$ cat src/rtl/data_buffer_writer.sv
// Write-side controller for the circular data buffer: parses length-prefixed
// packets, writes payload words at wrapping addresses, and publishes committed words.
module data_buffer_writer #(
   parameter int buffer_size = 1024,
   parameter int data_width  = 32
) (
   input  logic                                                  clk,
   input  logic                                                  rst,
   input  logic [data_width-1:0]                                 in_data,
   input  logic                                                  in_valid,
   output logic                                                  in_ready,
   output logic                                                  wr_en,
   output logic [((buffer_size <= 1) ? 1 : $clog2(buffer_size))-1:0] wr_addr_data,
   output logic [data_width-1:0]                                 wr_data,
   input  logic                                                  rd_release,
   input  logic [((buffer_size <= 1) ? 1 : $clog2(buffer_size)):0]   rd_release_cnt,
   output logic [((buffer_size <= 1) ? 1 : $clog2(buffer_size)):0]   population,
   output logic [((buffer_size <= 1) ? 1 : $clog2(buffer_size)):0]   free_space,
   output logic                                                  pkt_done,
   output logic                                                  err_oversize,
   output logic                                                  err_underflow
);

   localparam int AW     = (buffer_size <= 1) ? 1 : $clog2(buffer_size);
   localparam int BUF_I  = buffer_size;
   localparam int LAST_I = buffer_size - 1;
   localparam logic [AW:0]   BUF_SIZE = BUF_I[AW:0];
   localparam logic [AW-1:0] PTR_LAST = LAST_I[AW-1:0];

   typedef enum logic [1:0] {IDLE, DATA, COMMIT} state_t;

   state_t                  state_q, state_d;
   logic [AW-1:0]           ptr_q, ptr_d;
   logic [AW-1:0]           wr_addr_q, wr_addr_d;
   logic [data_width-1:0]   wr_data_q, wr_data_d;
   logic                    wr_en_q, wr_en_d;
   logic [AW:0]             population_q, population_d;
   logic [AW:0]             reserved_q, reserved_d;
   logic [AW:0]             remaining_q, remaining_d;
   logic                    pkt_done_q, pkt_done_d;
   logic                    err_oversize_q, err_oversize_d;
   logic                    err_underflow_q, err_underflow_d;

   logic [AW:0]             hdr_len;
   logic                    hdr_oversize;
   logic                    hdr_fits;
   logic [AW:0]             free_space_w;
   logic                    ready_w;
   logic                    accept;
   logic signed [AW+1:0]    pop_sum;

   // Wrap by explicit compare so non-power-of-2 buffers work.
   function automatic logic [AW-1:0] next_ptr(input logic [AW-1:0] p);
      if (p == PTR_LAST) return '0;
      return p + 1'b1;
   endfunction

   function automatic logic [AW:0] clamp_pop(input logic signed [AW+1:0] v);
      if (v < 0) return '0;
      return v[AW:0];
   endfunction

   assign hdr_len      = in_data[AW:0];
   assign free_space_w = BUF_SIZE - population_q - reserved_q;
   assign hdr_oversize = (hdr_len > BUF_SIZE);
   assign hdr_fits     = (hdr_len <= free_space_w);

   always_comb begin
      ready_w = 1'b0;
      case (state_q)
         IDLE:    ready_w = hdr_fits | hdr_oversize;
         DATA:    ready_w = 1'b1;
         default: ready_w = 1'b0;
      endcase
      ready_w = ready_w & rst;
   end

   assign accept = in_valid & ready_w;

   always_comb begin
      state_d         = state_q;
      ptr_d           = ptr_q;
      wr_addr_d       = wr_addr_q;
      wr_data_d       = wr_data_q;
      wr_en_d         = 1'b0;
      pkt_done_d      = 1'b0;
      reserved_d      = reserved_q;
      remaining_d     = remaining_q;
      err_oversize_d  = err_oversize_q;
      err_underflow_d = err_underflow_q;

      // Commit and release combine in one signed sum, then clamp at zero.
      pop_sum = $signed({1'b0, population_q});
      if (state_q == COMMIT) pop_sum = pop_sum + $signed({1'b0, reserved_q});
      if (rd_release) pop_sum = pop_sum - $signed({1'b0, rd_release_cnt});
      population_d = clamp_pop(pop_sum);
      if (pop_sum < 0) err_underflow_d = 1'b1;

      case (state_q)
         IDLE: begin
            if (accept) begin
               if (hdr_oversize) begin
                  err_oversize_d = 1'b1;
               end else if (hdr_len == '0) begin
                  reserved_d = '0;
                  state_d    = COMMIT;
               end else begin
                  reserved_d  = hdr_len;
                  remaining_d = hdr_len;
                  state_d     = DATA;
               end
            end
         end
         DATA: begin
            if (accept) begin
               wr_en_d     = 1'b1;
               wr_data_d   = in_data;
               wr_addr_d   = ptr_q;
               ptr_d       = next_ptr(ptr_q);
               remaining_d = remaining_q - 1'b1;
               if (remaining_q == 1) state_d = COMMIT;
            end
         end
         COMMIT: begin
            pkt_done_d = 1'b1;
            reserved_d = '0;
            state_d    = IDLE;
         end
         default: state_d = IDLE;
      endcase

      // Reset wins over everything, dropping any partly written packet.
      if (!rst) begin
         state_d         = IDLE;
         ptr_d           = '0;
         wr_addr_d       = '0;
         wr_data_d       = '0;
         wr_en_d         = 1'b0;
         pkt_done_d      = 1'b0;
         population_d    = '0;
         reserved_d      = '0;
         remaining_d     = '0;
         err_oversize_d  = 1'b0;
         err_underflow_d = 1'b0;
      end
   end

   always_ff @(posedge clk) begin
      state_q         <= state_d;
      ptr_q           <= ptr_d;
      wr_addr_q       <= wr_addr_d;
      wr_data_q       <= wr_data_d;
      wr_en_q         <= wr_en_d;
      pkt_done_q      <= pkt_done_d;
      population_q    <= population_d;
      reserved_q      <= reserved_d;
      remaining_q     <= remaining_d;
      err_oversize_q  <= err_oversize_d;
      err_underflow_q <= err_underflow_d;
   end

   assign in_ready      = ready_w;
   assign wr_en         = wr_en_q;
   assign wr_addr_data  = wr_addr_q;
   assign wr_data       = wr_data_q;
   assign population    = population_q;
   assign free_space    = free_space_w;
   assign pkt_done      = pkt_done_q;
   assign err_oversize  = err_oversize_q;
   assign err_underflow = err_underflow_q;

endmodule
$ cat config.mk
export PLATFORM = sky130hd
export DESIGN_NAME = data_buffer_writer
export DESIGN_NICKNAME = d
export VERILOG_FILES = /design/src/rtl/data_buffer_writer.sv
export SDC_FILE = /design/constraint.sdc
export NUM_CORES = 1
export LEC_CHECK = 0
export CAP_MARGIN = 20
export CORE_AREA = 2 2 104 106
export DETAILED_ROUTE_END_ITERATION = 6
export DIE_AREA = 0 0 106 108
export GPL_ROUTABILITY_DRIVEN = 0
export HOLD_SLACK_MARGIN = 0.1
export PLACE_DENSITY = 0.83
export SYNTH_ARGS = -nofsm -noshare
export SYNTH_HDL_FRONTEND = slang
export SYNTH_SLANG_ARGS = --single-unit
$ cat constraint.sdc
create_clock -name clk -period 10.4 [get_ports clk]
set_input_delay 1.04 -clock clk [delete_from_list [all_inputs] [get_ports clk]]
set_output_delay 1.04 -clock clk [all_outputs]
set_load 0.01 [all_outputs]
After elaboration in Yosys (flattened, before gate mapping). Index checks and enable logic that the tools add are counted.

Magnitude comparators: 3. Add/subtract/negate cells: 6. Mux-type cells: 28. Equal/unequal tests: 9. Reductions and logical operators: 10. Bitwise gates (word level): 3.

Operator list (count): 2-to-1 mux 11 bit (9); case mux 11 bit (2 select lines) (2); 2-to-1 mux 12 bit (2); 2-to-1 mux 10 bit (2); adder 11 x 11 -> 12 bit (1); < comparator 12 x 1 -> 1 bit (second input constant) (1); subtractor 12 bit (1); equality test 11 x 1 -> 1 bit (second input constant) (1); > comparator 11 bit (second input constant) (1); <= comparator 11 bit (1); logical NOT 11 bit (1); subtractor 11 x 1 -> 11 bit (second input constant) (1); subtractor 11 bit (1); subtractor 11 bit (first input constant) (1); adder 10 x 1 -> 10 bit (second input constant) (1); equality test 10 bit (second input constant) (1); 2-to-1 mux 2 bit (5); inequality test 2 bit (second input constant) (5); 2-to-1 mux 1 bit (6); AND reduction 3 bit (2); AND reduction 5 bit (1); case mux 2 bit (2 select lines) (1); AND reduction 2 bit (2); AND reduction 4 bit (1); other kinds (7) (9).

Output and inout port bits: 69. Flip-flop bits (word level): 91. Input port bits: 47.

Logic depth before layout (Yosys ltp).
Depth in word-level cells: 10. Depth in mapped cells: 20. Mapped depth without buffers: 18.

Worst setup path after synthesis. OpenSTA, ideal clock, no wires.

Path kind: flip-flop to output port. From: register population_q[2] (netlist: population[2]). To: output port in_ready. Arrival time: 3745 ps. Setup slack: 5615 ps. Cell stages (with the launch flop): 17. Required time: 9360 ps. Cell sequence: dfxtp_1 -> inv_1 -> ha_1 -> ha_1 -> a221oi_2 -> o31ai_1 -> a21oi_1 -> nor2b_1 -> o21a_1 -> a311o_1 -> xor2_1 -> ha_1 -> nand3_1 -> o21bai_1 -> a211o_1 -> nor3b_4 -> nor2_1.

Word-level cells in the longest chain between the ends: 6.

Ends and longest elaborated chain: start, declared (RTL line 37) `logic [AW:0] population_q, population_d;`; start signal, assigned (RTL line 155) `population_q <= population_d;`; subtractor 11 bit (2 in a row) (RTL line 64) `assign free_space_w = BUF_SIZE - population_q - reserved_q;`; <= comparator 11 bit (RTL line 66) `assign hdr_fits = (hdr_len <= free_space_w);`; OR 1 bit (RTL line 71) `IDLE: ready_w = hdr_fits | hdr_oversize;`; case mux 1 bit (2 select lines) (RTL line 70) `case (state_q)`; AND 1 bit (RTL line 75) `ready_w = ready_w & rst;`; end, declared (RTL line 11) `output logic in_ready,`.

Every way passes these cells.

Worst setup path in the final report. Ends and elaborated chain as after synthesis.

==> impl.org <==
** Run status
- Result of the run :: finished clean

** Die
- In this run the standard cell core region covers 0.0102 sq mm.
- Die Ht :: 108 um
- Once the floorplan was initialized, standard cells occupied 54.1% of the core.
- 116 I/O pins were placed.
- # rows :: 37
- The floorplan step set the die width to 106 um.
- The floorplan step defined a die boundary enclosing 0.0114 sq mm.

** STA
- Clock period minus worst slack :: 5.94 ns
- Max Clock Skew :: 0.00898 ns
- Final Slew Violations :: 0
- Based on the critical path, the design can be clocked at up to 168 MHz.
- Accumulated negative setup slack :: 0 ns
- Unrepaired setup endpoints after global routing :: false
- Measured against its own limit, the worst slew margin works out to 32.0%.
- Once routing completed, OpenROAD measured the worst setup slack at 4.46 ns.
- Final number of setup-violating endpoints :: 0
- The worst path uses 57.1% of the clock period.
- Worst slew pin tran :: 1.02 ns
- The total count of hold-check failures in the final report came to 0.

** Setup path
- Worst Path Arrival :: 4.90 ns
- Critical path launch point type :: flop
- Critical Path End Type :: output port
- Data required, critical path :: 9.36 ns
- FF-to-FF setup slack :: 5.53 ns
- Crit-path max FO :: 7
- The critical path is of the flop to output port type.

** Placement
- The count of buffers added on input and output ports is 115.
- Dpl ws :: 4.95 ns
- Summed over all nets, the half-perimeter wirelength after detailed placement is 11400 um.

** Logic synthesis
- Fraction of registers with async set/reset :: 0%
- Syn Std Cell Area :: 0.00554 sq mm
- The number of nets handed over by synthesis was 812.
- For this run, the number of Yosys warnings is 0.
- Synthesis inferred 91 register bits.
- Number of flops mapped to enable cells by yosys :: 0
- After synthesis, the mean cell area works out to 7.82 sq um.
- Area share of the leading cell type in the synthesized netlist :: 32.9%
- For this run, the leading register cell type out of synthesis is sky130_fd_sc_hd__dfxtp_1.
- Instance count of the mapped netlist :: 708
- Sorting the synthesized cells by area gives the leading types as sky130_fd_sc_hd__dfxtp_1, sky130_fd_sc_hd__ha_1, sky130_fd_sc_hd__nand2_1, sky130_fd_sc_hd__a21oi_1, sky130_fd_sc_hd__nor2_1.
- Number of library cell types mapped by synthesis :: 65
- Sequential elements use 32.9% of the synthesized area.
- Top cell type by total area after synthesis :: sky130_fd_sc_hd__dfxtp_1

** Min path
- The path class of the tightest hold or removal check is flop to flop.

** Power
- For this design the static power due to leakage is 2.75 nW.
- Dividing total power by cell area gives a power density of 183 mW/mm^2.
- Peak supply drop :: 0.000135 V
- Power comes to 1.27 mW.

** Clock tree
- In this run the post-CTS setup repair buffer count came out at 0.
- The root buffer cell chosen for the clock tree is sky130_fd_sc_hd__clkbuf_8.
- The clock passes through at most 2 buffers.
- Clock-pin slew was measured on the worst setup and hold paths at 0.09 ns.
- H-tree depth :: 3
- In this run, post-CTS hold repair placed 0 buffers.
- The clock reaches the later pin of the worst-skew pair after 0.36 ns.
- After clock tree synthesis, the repair step resized 0 gates.
- TritonCTS created 9 clock buffers.
- TritonCTS built the clock tree.
- CTS saw 91 sinks.

** Final layout
- The filler cells instantiated in the layout total 879.
- From synthesis to final layout, the design area changed by 25.2%.
- NumNets Final :: 911
- Diodes inserted :: 0
- Commonest cells after routing, fill and taps aside :: sky130_fd_sc_hd__nand2_1, sky130_fd_sc_hd__clkdlybuf4s50_1, sky130_fd_sc_hd__dfxtp_1
- Ratio of cells with drive above 1 in the final layout :: 4.56%
- Leaving out fill and tap cells, the most frequent cell in the layout is sky130_fd_sc_hd__nand2_1.

** Routing
- Detailed Route WL :: 15300 um
- After detailed routing, the average wire length per cell comes to 16.1 um.
- After the first detailed-routing iteration, the DRC count stood at 451.
- Remaining routing DRC violations :: 0
- In the routed layout, each cell is associated on average with a via count of 5.84.
- Remaining antenna violation count after routing :: 0
- Before antenna repair, the detailed router went through 6 iterations.
- Via count :: 5541

** GRT
- Global routing consumed, over all layers together, 26.5% of the routing resources.
- Summed over all layers, the global routing overflow is 0.
- The number of antenna violations at the first check in global routing came to 0.
- Entering global routing, the biggest net connects 65 pins.
- Via count of the first global-routing pass :: 5270
- Wire length of the first global-routing pass :: 24500 um

** Run
- The tool flagged a number of max-cap violations equal to 0.
-- kinds of logic after synthesis --
family | Yosys count | synth area share, %
buffers and inverters | 79 | 5.69
multiplexers | 1 | 0.181
XOR/XNOR | 34 | 5.38
AND/OR/NAND/NOR | 253 | 20.4
adder cells (fa/ha/maj) | 57 | 13.3
AO/OA/AOI/OAI | 193 | 22.2
flip-flops | 91 | 32.9
-- critical path: stages, from the launching register on --
cell	delay (ns)
sky130_fd_sc_hd__dfxtp_1	0.36
sky130_fd_sc_hd__inv_1	0.07
sky130_fd_sc_hd__ha_1	0.41
sky130_fd_sc_hd__ha_1	0.35
sky130_fd_sc_hd__a221oi_2	0.30
sky130_fd_sc_hd__o31ai_1	0.12
sky130_fd_sc_hd__a21oi_1	0.22
sky130_fd_sc_hd__nor2b_1	0.07
sky130_fd_sc_hd__o21a_1	0.19
sky130_fd_sc_hd__a311o_1	0.39
sky130_fd_sc_hd__xor2_1	0.18
sky130_fd_sc_hd__ha_1	0.33
sky130_fd_sc_hd__nand3_1	0.11
sky130_fd_sc_hd__o21bai_1	0.18
sky130_fd_sc_hd__a211o_1	0.35
sky130_fd_sc_hd__nor3b_4	0.32
sky130_fd_sc_hd__nor2_1	0.08
sky130_fd_sc_hd__clkdlybuf4s50_1	0.50
-- state kept, by name (all words and copies together) (netlist names) --
signal / flops
wr_data: 32
wr_en: 1
remaining_q: 11
pkt_done: 1
wr_addr_data: 10
err_oversize: 1
state_q: 2
ptr_q: 10
reserved_q: 11
err_underflow: 1
population: 11
-- worst paths after layout --
| kind | startpoint | end | depth (start not counted) |
|---|---|---|---|
| worst max-delay path | population[2] | in_ready | 17 |
| worst max register to register | population[2] | remaining_q[2] | 18 |
| worst min-delay path | wr_data[5] | wr_data[5] | 2 |
| worst min register to register | wr_data[5] | wr_data[5] | 2 |
-- final cells by class --
class	instances	area [sq um]	area share (%)
flip-flops and latches	91	1820	26.3
clock inverters	6	46.3	0.668
well taps	136	170	2.45
repair buffers	117	1170	16.8
clock buffers	10	138	1.98
multi-input cells	538	3400	49.1
inverters	50	188	2.71
-- cells in the mapped netlist, types with 3 or more instances --
cell type and instances:
sky130_fd_sc_hd__nand2_1 137, sky130_fd_sc_hd__dfxtp_1 91, sky130_fd_sc_hd__a21oi_1 86, sky130_fd_sc_hd__ha_1 54, sky130_fd_sc_hd__nor2_1 50, sky130_fd_sc_hd__inv_1 47, sky130_fd_sc_hd__clkbuf_1 20, sky130_fd_sc_hd__o21ai_0 20
sky130_fd_sc_hd__xor2_1 20, sky130_fd_sc_hd__nor3_1 14, sky130_fd_sc_hd__xnor2_1 14, sky130_fd_sc_hd__nand3_1 11, sky130_fd_sc_hd__a211oi_1 10, sky130_fd_sc_hd__and3_1 8, sky130_fd_sc_hd__nor2b_1 8, sky130_fd_sc_hd__o21a_1 7
sky130_fd_sc_hd__a21o_1 6, sky130_fd_sc_hd__o211ai_1 6, sky130_fd_sc_hd__o21ai_1 6, sky130_fd_sc_hd__a22o_1 5, sky130_fd_sc_hd__a31o_2 5, sky130_fd_sc_hd__nor4_1 5, sky130_fd_sc_hd__o31ai_1 5, sky130_fd_sc_hd__a311oi_1 4
sky130_fd_sc_hd__o21bai_1 4, sky130_fd_sc_hd__o22ai_1 4, sky130_fd_sc_hd__a211o_1 3, sky130_fd_sc_hd__a31oi_1 3, sky130_fd_sc_hd__buf_1 3, sky130_fd_sc_hd__buf_2 3, sky130_fd_sc_hd__fa_1 3, sky130_fd_sc_hd__inv_2 3
-- where the power goes --
| part | switching, mW | total (mW) | leakage (nW) | internal (mW) |
|---|---|---|---|---|
| Clock | 0.136 | 0.231 | 0.0946 | 0.0957 |
| Sequential | 0.0239 | 0.395 | 0.738 | 0.371 |
| Combinational | 0.342 | 0.640 | 1.92 | 0.297 |
-- metal layers --
layer,wire length (um),part of all wire [%],track usage (%),vias up
met5,0,0,0,-
met2,7650,50,46.3,230
li1,-,-,-,2654
met3,923,6.0,3.62,45
met1,6270,41,33.1,2612
met4,433,2.8,10.6,0
-- per-stage QoR --
| step | hold WS (ns) | utilization [%] | cells | cell area [sq um] |
|---|---|---|---|---|
| detailed placement | 0.448 | 66.0 | 932 | 6750 |
| global placement | 0.440 | 66.0 | 932 | 6750 |
| finish | 0.457 | 67.8 | 948 | 6930 |
| CTS | 0.459 | 67.8 | 948 | 6930 |
| global route | 0.485 | 67.8 | 948 | 6930 |
| floorplan | 0.437 | - | 708 | 5540 |
Power figures use the tool's default switching activity.
